`config.mk`:
```
export PLATFORM = sky130hd
export DESIGN_NAME = mem_stage
export DESIGN_NICKNAME = d
export VERILOG_FILES = /design/src/rtl/mem_stage.sv
export SDC_FILE = /design/constraint.sdc
export NUM_CORES = 1
export LEC_CHECK = 0
export ABC_AREA = 1
export BUFFER_PORTS_ARGS = -buffer_cell sky130_fd_sc_hd__buf_2
export CORE_AREA = 2 2 124 126
export DETAILED_ROUTE_END_ITERATION = 8
export DIE_AREA = 0 0 126 128
export HOLD_SLACK_MARGIN = 0.1
export PLACE_DENSITY = 0.76
export RECOVER_POWER = 25
export SETUP_SLACK_MARGIN = 0.5
export SLEW_MARGIN = 20
export SYNTH_ARGS = -nofsm -noshare
export SYNTH_HDL_FRONTEND = slang
export SYNTH_SLANG_ARGS = --single-unit
```
`constraint.sdc`:
```
create_clock -name clk -period 4.6 [get_ports clk]
set_input_delay 0.46 -clock clk [delete_from_list [all_inputs] [get_ports clk]]
set_output_delay 0.46 -clock clk [all_outputs]
set_load 0.01 [all_outputs]
```
`src/rtl/mem_stage.sv`:
```
// MEM stage of the 5-stage MIPS32 pipeline.
// Holds the EX/MEM register, performs word loads and stores over a valid/ready
// data-memory interface, resolves branches, drives the MEM/WB register and
// provides the MEM-stage forwarding path.
module mem_stage #(
    parameter int RESP_TIMEOUT = 64
) (
    input  logic        clk,
    input  logic        rst,
    // EX-stage outputs
    input  logic [31:0] alu_out_e,
    input  logic [31:0] write_data_e,
    input  logic [4:0]  write_reg_e,
    input  logic        reg_write_e,
    input  logic        mem_to_reg_e,
    input  logic        mem_write_e,
    input  logic        branch_e,
    input  logic        zero_e,
    input  logic [31:0] pc_branch_e,
    // data memory
    output logic        dmem_req_valid,
    input  logic        dmem_req_ready,
    output logic        dmem_req_we,
    output logic [31:0] dmem_req_addr,
    output logic [31:0] dmem_req_wdata,
    input  logic        dmem_resp_valid,
    input  logic [31:0] dmem_resp_rdata,
    // pipeline control
    output logic        stall_m,
    output logic        pc_src_m,
    output logic [31:0] pc_branch_m,
    // MEM-stage forwarding
    output logic        fwd_valid_m,
    output logic [4:0]  fwd_reg_m,
    output logic [31:0] fwd_data_m,
    // MEM/WB register
    output logic        reg_write_w,
    output logic [4:0]  write_reg_w,
    output logic [31:0] result_w,
    output logic        misaligned_w,
    output logic        bus_err_w
);

    // Counter must be able to hold RESP_TIMEOUT itself.
    localparam int CNT_W = (RESP_TIMEOUT < 2) ? 1 : $clog2(RESP_TIMEOUT + 1);
    localparam logic [CNT_W-1:0] CNT_LAST = CNT_W'(RESP_TIMEOUT - 1);

    typedef enum logic [1:0] {
        ST_IDLE = 2'd0,
        ST_REQ  = 2'd1,
        ST_WAIT = 2'd2
    } state_t;

    state_t state_q, state_d;
    logic [CNT_W-1:0] cnt_q, cnt_d;

    // EX/MEM register
    logic [31:0] alu_out_q;
    logic [31:0] write_data_q;
    logic [4:0]  write_reg_q;
    logic        reg_write_q;
    logic        mem_to_reg_q;
    logic        mem_write_q;
    logic        branch_q;
    logic        zero_q;
    logic [31:0] pc_branch_q;

    // MEM/WB register
    logic        reg_write_w_q;
    logic [4:0]  write_reg_w_q;
    logic [31:0] result_w_q;
    logic        misaligned_w_q;
    logic        bus_err_w_q;

    logic mem_op_m;
    logic mis_m;
    logic timeout_m;
    logic in_mem_aligned;

    assign mem_op_m       = mem_to_reg_q | mem_write_q;
    assign mis_m          = mem_op_m & (alu_out_q[1:0] != 2'b00);
    assign in_mem_aligned = (mem_to_reg_e | mem_write_e) & (alu_out_e[1:0] == 2'b00);

    // Abort on the RESP_TIMEOUT-th WAIT cycle without a response; a response
    // arriving in that same cycle still wins.
    assign timeout_m = (state_q == ST_WAIT) & ~dmem_resp_valid & (cnt_q == CNT_LAST);

    assign stall_m = ((state_q == ST_REQ) & ~(dmem_req_ready & mem_write_q))
                   | ((state_q == ST_WAIT) & ~dmem_resp_valid & ~timeout_m);

    // Request fields come straight from the EX/MEM register, so they stay
    // stable for as long as the request is outstanding.
    assign dmem_req_valid = (state_q == ST_REQ);
    assign dmem_req_we    = mem_write_q;
    assign dmem_req_addr  = {alu_out_q[31:2], 2'b00};
    assign dmem_req_wdata = write_data_q;

    assign pc_src_m    = branch_q & zero_q;
    assign pc_branch_m = pc_branch_q;

    // Load data is not available in MEM, so loads are never forwarded from here.
    assign fwd_valid_m = reg_write_q & ~mem_to_reg_q & (write_reg_q != 5'd0);
    assign fwd_reg_m   = write_reg_q;
    assign fwd_data_m  = alu_out_q;

    assign reg_write_w  = reg_write_w_q;
    assign write_reg_w  = write_reg_w_q;
    assign result_w     = result_w_q;
    assign misaligned_w = misaligned_w_q;
    assign bus_err_w    = bus_err_w_q;

    // EX/MEM register: capture the EX outputs unless MEM is busy.
    always_ff @(posedge clk) begin
        if (rst) begin
            alu_out_q    <= '0;
            write_data_q <= '0;
            write_reg_q  <= '0;
            reg_write_q  <= 1'b0;
            mem_to_reg_q <= 1'b0;
            mem_write_q  <= 1'b0;
            branch_q     <= 1'b0;
            zero_q       <= 1'b0;
            pc_branch_q  <= '0;
        end else if (!stall_m) begin
            alu_out_q    <= alu_out_e;
            write_data_q <= write_data_e;
            write_reg_q  <= write_reg_e;
            reg_write_q  <= reg_write_e;
            mem_to_reg_q <= mem_to_reg_e;
            mem_write_q  <= mem_write_e;
            branch_q     <= branch_e;
            zero_q       <= zero_e;
            pc_branch_q  <= pc_branch_e;
        end
    end

    // Next-state logic: a completing (non-stalled) cycle always picks the state
    // for the instruction being loaded into EX/MEM.
    always_comb begin
        state_d = state_q;
        cnt_d   = cnt_q;
        case (state_q)
            ST_REQ: begin
                if (dmem_req_ready && !mem_write_q) begin
                    state_d = ST_WAIT;
                    cnt_d   = '0;
                end
            end
            ST_WAIT: begin
                cnt_d = cnt_q + 1'b1;
            end
            default: begin
                state_d = ST_IDLE;
            end
        endcase
        if (!stall_m) begin
            state_d = in_mem_aligned ? ST_REQ : ST_IDLE;
        end
    end

    // State register and response timeout counter.
    always_ff @(posedge clk) begin
        if (rst) begin
            state_q <= ST_IDLE;
            cnt_q   <= '0;
        end else begin
            state_q <= state_d;
            cnt_q   <= cnt_d;
        end
    end

    // MEM/WB register: loads every cycle, a bubble while stalled.
    always_ff @(posedge clk) begin
        if (rst) begin
            reg_write_w_q  <= 1'b0;
            write_reg_w_q  <= '0;
            result_w_q     <= '0;
            misaligned_w_q <= 1'b0;
            bus_err_w_q    <= 1'b0;
        end else begin
            reg_write_w_q  <= ~stall_m & reg_write_q & ~mis_m & ~timeout_m;
            write_reg_w_q  <= write_reg_q;
            result_w_q     <= mem_to_reg_q ? dmem_resp_rdata : alu_out_q;
            misaligned_w_q <= ~stall_m & mis_m;
            bus_err_w_q    <= timeout_m;
        end
    end

endmodule

```
==> out/qor.yml, run 1 <==
hpwl_mm: 11.24
clk_latency_ns: 0.42
synth_seq_cells: 155
ys_seq_area_frac: 0.5436
worst_slack_ns: 1.774
nets: 1142
clockRootBuffer: "clkbuf_16"
synth_area_per_cell_um2: 7.787
use_met3: 0.06761
path_cells: "ha_1, nand2_1, nor2_1, nand2_2, nand2_1, nand2_4, buf_2"
drv_cap: 0
endpoint_kind: "primary output"
ant_nets: 0
critPathTopFamily: "simple AND/OR/NAND/NOR gates"
fin_crit_sh: 0.6143
gp_congestion: 0.8178
cts_buffer_depth: 2
syn_area_um2: 5708
grtUsageMet2: 0.3131
grt_pass1_vias: 4932
gr-usage-met1: 0.2436
grt_overflow: 0
finalHoldViolCount: 0
ys_warn_count: 0
dr.pass1.iters: 4
wirelength_mm: 16.54
hold_class: "in2reg"
crit_path_frequent_cell: "nand2_1"
cts_buffers: 17
area.growth.synth_to_final_pct: 34.39
rows: 45
tightest_slew_ns: 1.000
startpoint: "cnt_q[0]"
antenna_found_initial: 0
die_w_um: 126
ctsResizeCount: 0
grt_max_degree: 100
start_kind: "flop"
final_core_util: 0.5161
cts_tree: "built"
p_leak_uw: 0.004023
io_buffers: 317
hold_path.startpoint: "alu_out_e[31]"
placedCellCount: 1168
crit_slowest_cell: "nand2_4"
die-area_um2: 16130
h-tree-depth: 4
die_y_um: 128
syn_inst: 733
crit_buf_inv: 1
cts.sinks: 155
routed_via_density: 4.723
setup-tns-final_ns: 0
outcome: "complete, no violations"
fmax_mhz: 353.9
postCtsHoldBufs: 0
crit_fanout: 61
required_ns: 4.14
relSlewSlack: 0.3331
start_util: 0.3840
min_period_ns: 2.826
busiest_layer: "met2"
power_uw: 3417
slew_viol_final: 0
grt_usage: 0.1946
yosysUniqueCellTypes: 26
critPathCapture: "stall_m"
path_depth: 7
diodes: 0
reg2regPathDepth: 9
cp_data_arrival_time_ns: 2.37
rr_startpoint: "cnt_q[0]"
setup_viol: 0
crit_path_max_incr_delay_ns: 0.41
routedWlPerCell_um: 13.80
clkTransAtPathRegs_ns: 0.06
vias: 5663
finClkSkew_ns: 0.007388
layout-drive-gt1-share: 0.2849
rsz0062_at_grt: "false"
fin_cells: 1199
core_area_um2: 14860
cts_setup_buffers: 0
ir_worst_vdd_mv: 0.2249
crit_type: "reg2out"
drtIter0Drc: 314
reg2reg_slack_ns: 2.14
grt_pass1_wl_mm: 25.08
io_pins: 320
drc: 0
reg2reg_to: "pc_branch_m[6]"
place_ws_ns: 2.180
pwr_density_cell_nw_per_um2: 445.4
==> sequential cells by signal, indices dropped and copies added (netlist names), 2 cells and up <==
| name | count |
|---|---|
| dmem_req_wdata | 32 |
| fwd_data_m | 32 |
| pc_branch_m | 32 |
| result_w | 32 |
| cnt_q | 7 |
| fwd_reg_m | 5 |
| write_reg_w | 5 |
| state_q | 2 |
==> synth_stat cells <==
cell,count,area (µm²)
inv_4,1,6.260
buf_2,15,75.07
conb_1,1,3.750
buf_4,35,262.8
o21ai_0,36,180.2
buf_1,2,7.510
nor2_4,1,11.26
nand3_4,1,17.52
buf_6,2,22.52
inv_1,24,90.09
nand2_2,2,12.51
ha_1,1,12.51
dfxtp_1,155,3103
nor3b_1,1,7.510
clkbuf_1,21,78.83
nand4_1,3,18.77
a21oi_1,14,70.07
nand3_1,106,530.5
o22ai_1,1,6.260
nor2_1,86,322.8
nand2_1,218,818.3
nand2_4,1,11.26
o21ai_2,1,8.760
o211ai_1,1,7.510
or2_2,2,12.51
nor3_1,2,10.01
==> per-stage QoR <==
stage / hold slack (ns) / area [µm²]
after floorplan: 0.4397 / 5712
after global placement: 0.4503 / 7124
after detailed placement: 0.4576 / 7124
after CTS: 0.2031 / 7776
after global routing: 0.2126 / 7671
final: 0.2254 / 7671
==> cells by family (layout without fill, tap and decap cells) <==
kind of cell | count (synthesis) | after routing | synth area share
and+or+nand+nor | 423 | 423 | 0.3106
DFF | 155 | 155 | 0.5436
other | 1 | 2 | 0.0006570
buffers and inverters | 100 | 377 | 0.09514
AOI/OAI and AO/OA | 53 | 53 | 0.04779
adders and majority gates | 1 | 1 | 0.002192
==> layout make-up <==
cell class                      count  area [µm²]
Clock buffer                       18       439.2
Clock inverter                     13       212.7
Fill cell                        1491        7193
Inverter                           25       98.84
Multi-Input combinational cell    479        2056
Sequential cell                   155        3103
Tap cell                          188       235.2
Timing Repair Buffer              321        1526
==> how the worst min path moves through the flow <==
| stage | to | slack [ns] | cells after the start |
|---|---|---|---|
| floorplan | cnt_q[3] | 0.44 | 2 |
| detailed placement | cnt_q[3] | 0.46 | 2 |
| global placement | cnt_q[3] | 0.45 | 2 |
| finish | fwd_data_m[31] | 0.23 | 3 |
| global route | fwd_data_m[26] | 0.21 | 3 |
| CTS | fwd_data_m[31] | 0.20 | 3 |
==> routing by layer <==
layer,vias to the layer above,wire [µm]
met5,-,0
met4,0,340
met3,26,1450
met2,255,7828
met1,2554,6923
li1,2828,-
==> worst reg2reg max path, stage by stage, from the launching register on <==
cell and delay (ns):
dfxtp_1 0.37, ha_1 0.17, nand2_1 0.07, nor2_1 0.26, nand2_2 0.07, nand2_1 0.24, nand3_4 0.17, inv_4 0.75
nand2_1 0.20, nand2_1 0.11
==> where the power goes <==
part           internal, µW  switching [µW]  leakage (µW)
clock network           982             569      0.000315
logic                   144             236       0.00242
registers              1430            52.1       0.00129
total                  2560             856       0.00402
==> cell usage in the layout (no fill, tap or decap) <==
cell | synthesis | routed
o211ai_1 | 1 | 1
nand3_1 | 106 | 106
nor3b_1 | 1 | 1
buf_2 | 15 | 245
o21ai_2 | 1 | 1
nand3_4 | 1 | 1
buf_4 | 35 | 4
nand2_1 | 218 | 219
inv_4 | 1 | 2
inv_8 | 0 | 1
clkbuf_16 | 0 | 17
nor2_1 | 86 | 87
clkinvlp_4 | 0 | 2
ha_1 | 1 | 1
clkbuf_8 | 0 | 1
dfxtp_1 | 155 | 155
inv_6 | 0 | 3
nand4_1 | 3 | 3
conb_1 | 1 | 2
a21oi_1 | 14 | 14
nand2_4 | 1 | 1
clkinv_2 | 0 | 2
bufinv_16 | 0 | 5
nand2_2 | 2 | 1
nor3_1 | 2 | 2
o22ai_1 | 1 | 1
clkbuf_1 | 21 | 72
inv_1 | 24 | 23
or2_2 | 2 | 2
o21ai_0 | 36 | 36
Power figures use the tool's default switching activity.
==> inputs of run 2 (changes only) <==
--- a/config.mk
+++ b/config.mk
@@ -7,11 +7,11 @@
 export LEC_CHECK = 0
 export ABC_AREA = 1
 export BUFFER_PORTS_ARGS = -buffer_cell sky130_fd_sc_hd__buf_2
-export CORE_AREA = 2 2 124 126
+export CORE_AREA = 2 2 123 125
 export DETAILED_ROUTE_END_ITERATION = 8
-export DIE_AREA = 0 0 126 128
+export DIE_AREA = 0 0 125 127
 export HOLD_SLACK_MARGIN = 0.1
-export PLACE_DENSITY = 0.76
+export PLACE_DENSITY = 0.8
 export RECOVER_POWER = 25
 export SETUP_SLACK_MARGIN = 0.5
 export SLEW_MARGIN = 20
==> constraint.sdc (replaced) <==
create_clock -name clk -period 2.5 [get_ports clk]
set_input_delay 0.25 -clock clk [delete_from_list [all_inputs] [get_ports clk]]
set_output_delay 0.25 -clock clk [all_outputs]
set_load 0.01 [all_outputs]
==> out/qor.yml, run 2 (synthesis gave the netlist of run 1 again) <==
outcome: "complete, no violations"
finalHoldViolCount: 0
power_uw: 6485
dr.pass1.iters: 5
die-area_um2: 15880
gp_congestion: 0.8116
finClkSkew_ns: 0.006495
hold_depth: 3
crit_type: "reg2out"
rows: 44
ir_worst_vdd_mv: 0.4062
grt_overflow: 0
p_leak_uw: 0.004662
drc: 0
hold_class: "in2reg"
grt_pass1_vias: 6511
cts_tree: "built"
die_y_um: 127
routed_via_density: 4.955
clkTransAtPathRegs_ns: 0.06
crit_fanout: 11
start_util: 0.3957
setup-tns-final_ns: 0
endpoint_kind: "primary output"
grt_usage: 0.2524
layout-drive-gt1-share: 0.2576
io_pins: 320
ant_nets: 0
clockRootBuffer: "clkbuf_16"
drv_cap: 0
fmax_mhz: 488.4
reg2regPathDepth: 11
min_period_ns: 2.047
core_area_um2: 14420
wirelength_mm: 21.13
rsz0062_at_grt: "false"
rr_startpoint: "cnt_q[1]"
reg2reg_to: "fwd_data_m[13]"
reg2reg_slack_ns: 0.49
start_kind: "flop"
required_ns: 2.25
antenna_found_initial: 0
final_common_cell: "buf_2"
cts_buffer_depth: 2
pwr_density_cell_nw_per_um2: 704.5
min_to: "result_w[0]"
routedWlPerCell_um: 15.76
vias: 6644
cts.sinks: 155
die_w_um: 125
final_cell_mix: "242 x buf_2, 218 x nand2_1, 154 x dfxtp_1"
h-tree-depth: 4
cts_buffers: 17
grt_pass1_wl_mm: 32.31
diodes: 0
area.growth.synth_to_final_pct: 61.29
nets: 1290
slew_viol_final: 0
fin_crit_sh: 0.8190
io_buffers: 317
hpwl_mm: 11.68
cp_data_arrival_time_ns: 1.80
setup_viol: 0
hold_path.startpoint: "dmem_resp_rdata[0]"
grt_max_degree: 91
clk_latency_ns: 0.42
drtIter0Drc: 352
## run 2: cell types whose count changed in the layout (fill, tap and decap cells not counted), sizes merged
cell	delta
nand2	+1
inv	-2
buf	+8
clkbuf	+4
dlygate4sd3	+135
## run 2: worst max-delay path by stage
stage	from	to	depth (start not counted)
after global placement	cnt_q[0]	fwd_data_m[30]	10
after floorplan	cnt_q[0]	pc_branch_m[10]	10
after detailed placement	cnt_q[0]	pc_branch_m[0]	10
after global routing	cnt_q[1]	stall_m	7
final	cnt_q[1]	stall_m	7
after CTS	dmem_req_we	stall_m	4
## run 2: cell type report
cell class,instances,area (µm²)
clock inverter,11,192.7
clock buffer,18,439.2
sequential,155,3104
timing repair buffer,468,3039
tap,184,230.2
inverter,25,101.3
multi-input combinational,480,2100
fill,1095,5218
## run 2: metal layers
metal	track usage	share of wire	vias to the layer above	wire length [µm]
met5	0	0	-	0
met4	0.1327	0.036	0	765
met3	0.07580	0.093	74	1962
met2	0.4345	0.50	422	10480
met1	0.2831	0.38	3020	7924
li1	-	-	3128	-
## run 2: worst max-delay path, stage by stage (launching register included)
cell and delay [ns]:
dfxtp_1 0.35, ha_1 0.17, nand2_1 0.07, nor2_1 0.28
nand2_2 0.15, nand2_8 0.10, nand2_8 0.09, buf_2 0.17
## run 2: what timing repair did
item / CTS / global route
endpoints found under the setup margin: 1 / 63
resized for setup: 3 / 3
hold endpoints to repair: 135 / 0
pin swaps: 1 / 1
hold buffers: 135 / 0
setup buffers: 2 / 4
cloned: 1 / 1
## run 2: stage by stage
| stage | worst slack, ns | utilization | hold slack [ns] | area, µm² | cells |
|---|---|---|---|---|---|
| after CTS | 0.5181 | 0.6407 | 0.1138 | 9241 | 1336 |
| after detailed placement | 0.7464 | 0.4997 | 0.4393 | 7207 | 1169 |
| after global routing | 0.3128 | 0.6383 | 0.1318 | 9206 | 1341 |
| after floorplan | 0.9906 | - | 0.3335 | 5712 | 734 |
| after global placement | 0.8208 | 0.4997 | 0.4356 | 7207 | 1169 |
| final | 0.4525 | 0.6383 | 0.1405 | 9206 | 1341 |
## run 2: power breakdown
group | switching, µW | internal, µW | leakage, µW
sequential | 107 | 2640 | 0.00129
combinational | 504 | 431 | 0.00307
clock | 1020 | 1780 | 0.000305
==> inputs of run 3 (changes only) <==
--- a/config.mk
+++ b/config.mk
@@ -7,11 +7,11 @@
 export LEC_CHECK = 0
 export ABC_AREA = 1
 export BUFFER_PORTS_ARGS = -buffer_cell sky130_fd_sc_hd__buf_2
-export CORE_AREA = 2 2 123 125
+export CORE_AREA = 2 2 124 126
 export DETAILED_ROUTE_END_ITERATION = 8
-export DIE_AREA = 0 0 125 127
+export DIE_AREA = 0 0 126 128
 export HOLD_SLACK_MARGIN = 0.1
-export PLACE_DENSITY = 0.8
+export PLACE_DENSITY = 0.76
 export RECOVER_POWER = 25
 export SETUP_SLACK_MARGIN = 0.5
 export SLEW_MARGIN = 20
==> constraint.sdc (replaced) <==
create_clock -name clk -period 2.12 [get_ports clk]
set_input_delay 0.212 -clock clk [delete_from_list [all_inputs] [get_ports clk]]
set_output_delay 0.212 -clock clk [all_outputs]
set_load 0.01 [all_outputs]
==> out/qor.yml, run 3 (synthesis gave the netlist of run 1 again) <==
hold_class: "in2reg"
area.growth.synth_to_final_pct: 68.02
hpwl_mm: 11.59
diodes: 0
io_buffers: 317
min_period_ns: 1.678
fmax_mhz: 596.0
nets: 1322
crit_fanout: 3
cts.sinks: 155
drv_cap: 0
clkTransAtPathRegs_ns: 0.06
routedWlPerCell_um: 15.93
vias: 6723
clockRootBuffer: "clkbuf_16"
rows: 45
grt_pass1_wl_mm: 31.38
grt_pass1_vias: 6294
drc: 0
cp_data_arrival_time_ns: 1.47
pwr_density_cell_nw_per_um2: 777.6
die_w_um: 126
required_ns: 1.91
h-tree-depth: 4
setup_viol: 0
antenna_found_initial: 0
outcome: "complete, no violations"
dr.pass1.iters: 5
finalHoldViolCount: 0
setup-tns-final_ns: 0
start_kind: "flop"
gp_congestion: 0.8230
cts_tree: "built"
grt_overflow: 0
cts_buffer_depth: 2
layout-drive-gt1-share: 0.2914
io_pins: 320
ant_nets: 0
grt_max_degree: 123
wirelength_mm: 21.97
relSlewSlack: 0.5607
p_leak_uw: 0.004899
final_cell_area_um2: 9590
die_y_um: 128
dpl-instance-area_um2: 7229
tightest_slew_ns: 0.6590
clk_latency_ns: 0.42
rsz0062_at_grt: "true"
endpoint_kind: "primary output"
grt_usage: 0.2459
ir_worst_vdd_mv: 0.4562
start_util: 0.3840
core_area_um2: 14860
drtIter0Drc: 432
finClkSkew_ns: 0.005785
final_cell_mix: "250 x buf_2, 217 x nand2_1, 153 x dfxtp_1"
routed_via_density: 4.875
final_common_cell: "buf_2"
crit_type: "reg2out"
fin_crit_sh: 0.7915
slew_viol_final: 0
die-area_um2: 16130
cts_buffers: 17
-- run 3: changes by cell type in the layout (fill, tap and decap cells not counted), moves of 4 or more --
cell	before	now
buf_4	11	30
dlygate4sd3_1	135	139
buf_2	242	250
nor2_1	87	83
clkbuf_1	75	67
-- run 3: stage by stage --
| step | utilization | hold slack, ns | power (µW) | setup slack (ns) | instances |
|---|---|---|---|---|---|
| after floorplan | - | 0.2955 | 3746 | 0.6106 | 734 |
| after global placement | 0.4864 | 0.3969 | 4152 | 0.3670 | 1177 |
| after detailed placement | 0.4864 | 0.4033 | 4164 | 0.3061 | 1177 |
| after CTS | 0.6303 | 0.1182 | 7389 | 0.4149 | 1357 |
| after global routing | 0.6452 | 0.3162 | 7740 | 0.3025 | 1379 |
| final | 0.6452 | 0.2887 | 7458 | 0.4421 | 1379 |
-- run 3: power breakdown --
group          total [µW]  internal, µW  leakage [µW]  switching (µW)
clock network        3020          1790      0.000283            1220
registers            3230          3110       0.00129             122
logic                1210           581       0.00333             626
-- run 3: worst paths after layout --
kind	start	endpoint	slack, ns	cells past startpoint
setup / recovery	cnt_q[0]	stall_m	0.44	7
hold / removal	rst	bus_err_w	0.29	2
setup reg to reg	cnt_q[0]	dmem_req_wdata[19]	0.45	12
hold reg to reg	fwd_reg_m[0]	write_reg_w[0]	0.45	2
-- run 3: cell type report --
| type | instances | area (µm²) |
|---|---|---|
| fill | 1181 | 5274 |
| inverter | 25 | 108.9 |
| timing repair inverter | 2 | 17.52 |
| clock buffer | 21 | 460.4 |
| timing repair buffer | 498 | 3415 |
| multi-input combinational | 480 | 2131 |
| tap | 188 | 235.2 |
| sequential | 155 | 3105 |
| clock inverter | 10 | 117.6 |
-- run 3: routing by layer --
metal,up-vias,GRT usage,share of wire
met5,-,0,0
met2,382,0.4175,0.50
met1,3088,0.2807,0.38
li1,3195,-,-
met4,0,0.1248,0.036
met3,58,0.07554,0.085
-- run 3: worst max-delay path, stage by stage (launching register included) --
cell,delay (ns)
dfxtp_2,0.35
ha_4,0.15
nand2_4,0.06
nor2_4,0.10
nand2_2,0.07
nand2_4,0.10
nand2_8,0.08
buf_6,0.13
-- run 3: repair_timing --
action                                 4_1_cts  5_1_grt
setup buffers                                8       16
pin swaps                                    2        4
resized for setup                           16       19
gates cloned                                 2        6
endpoints found under the hold margin      139        0
setup endpoints to repair                  100       98
hold buffers                               139        0
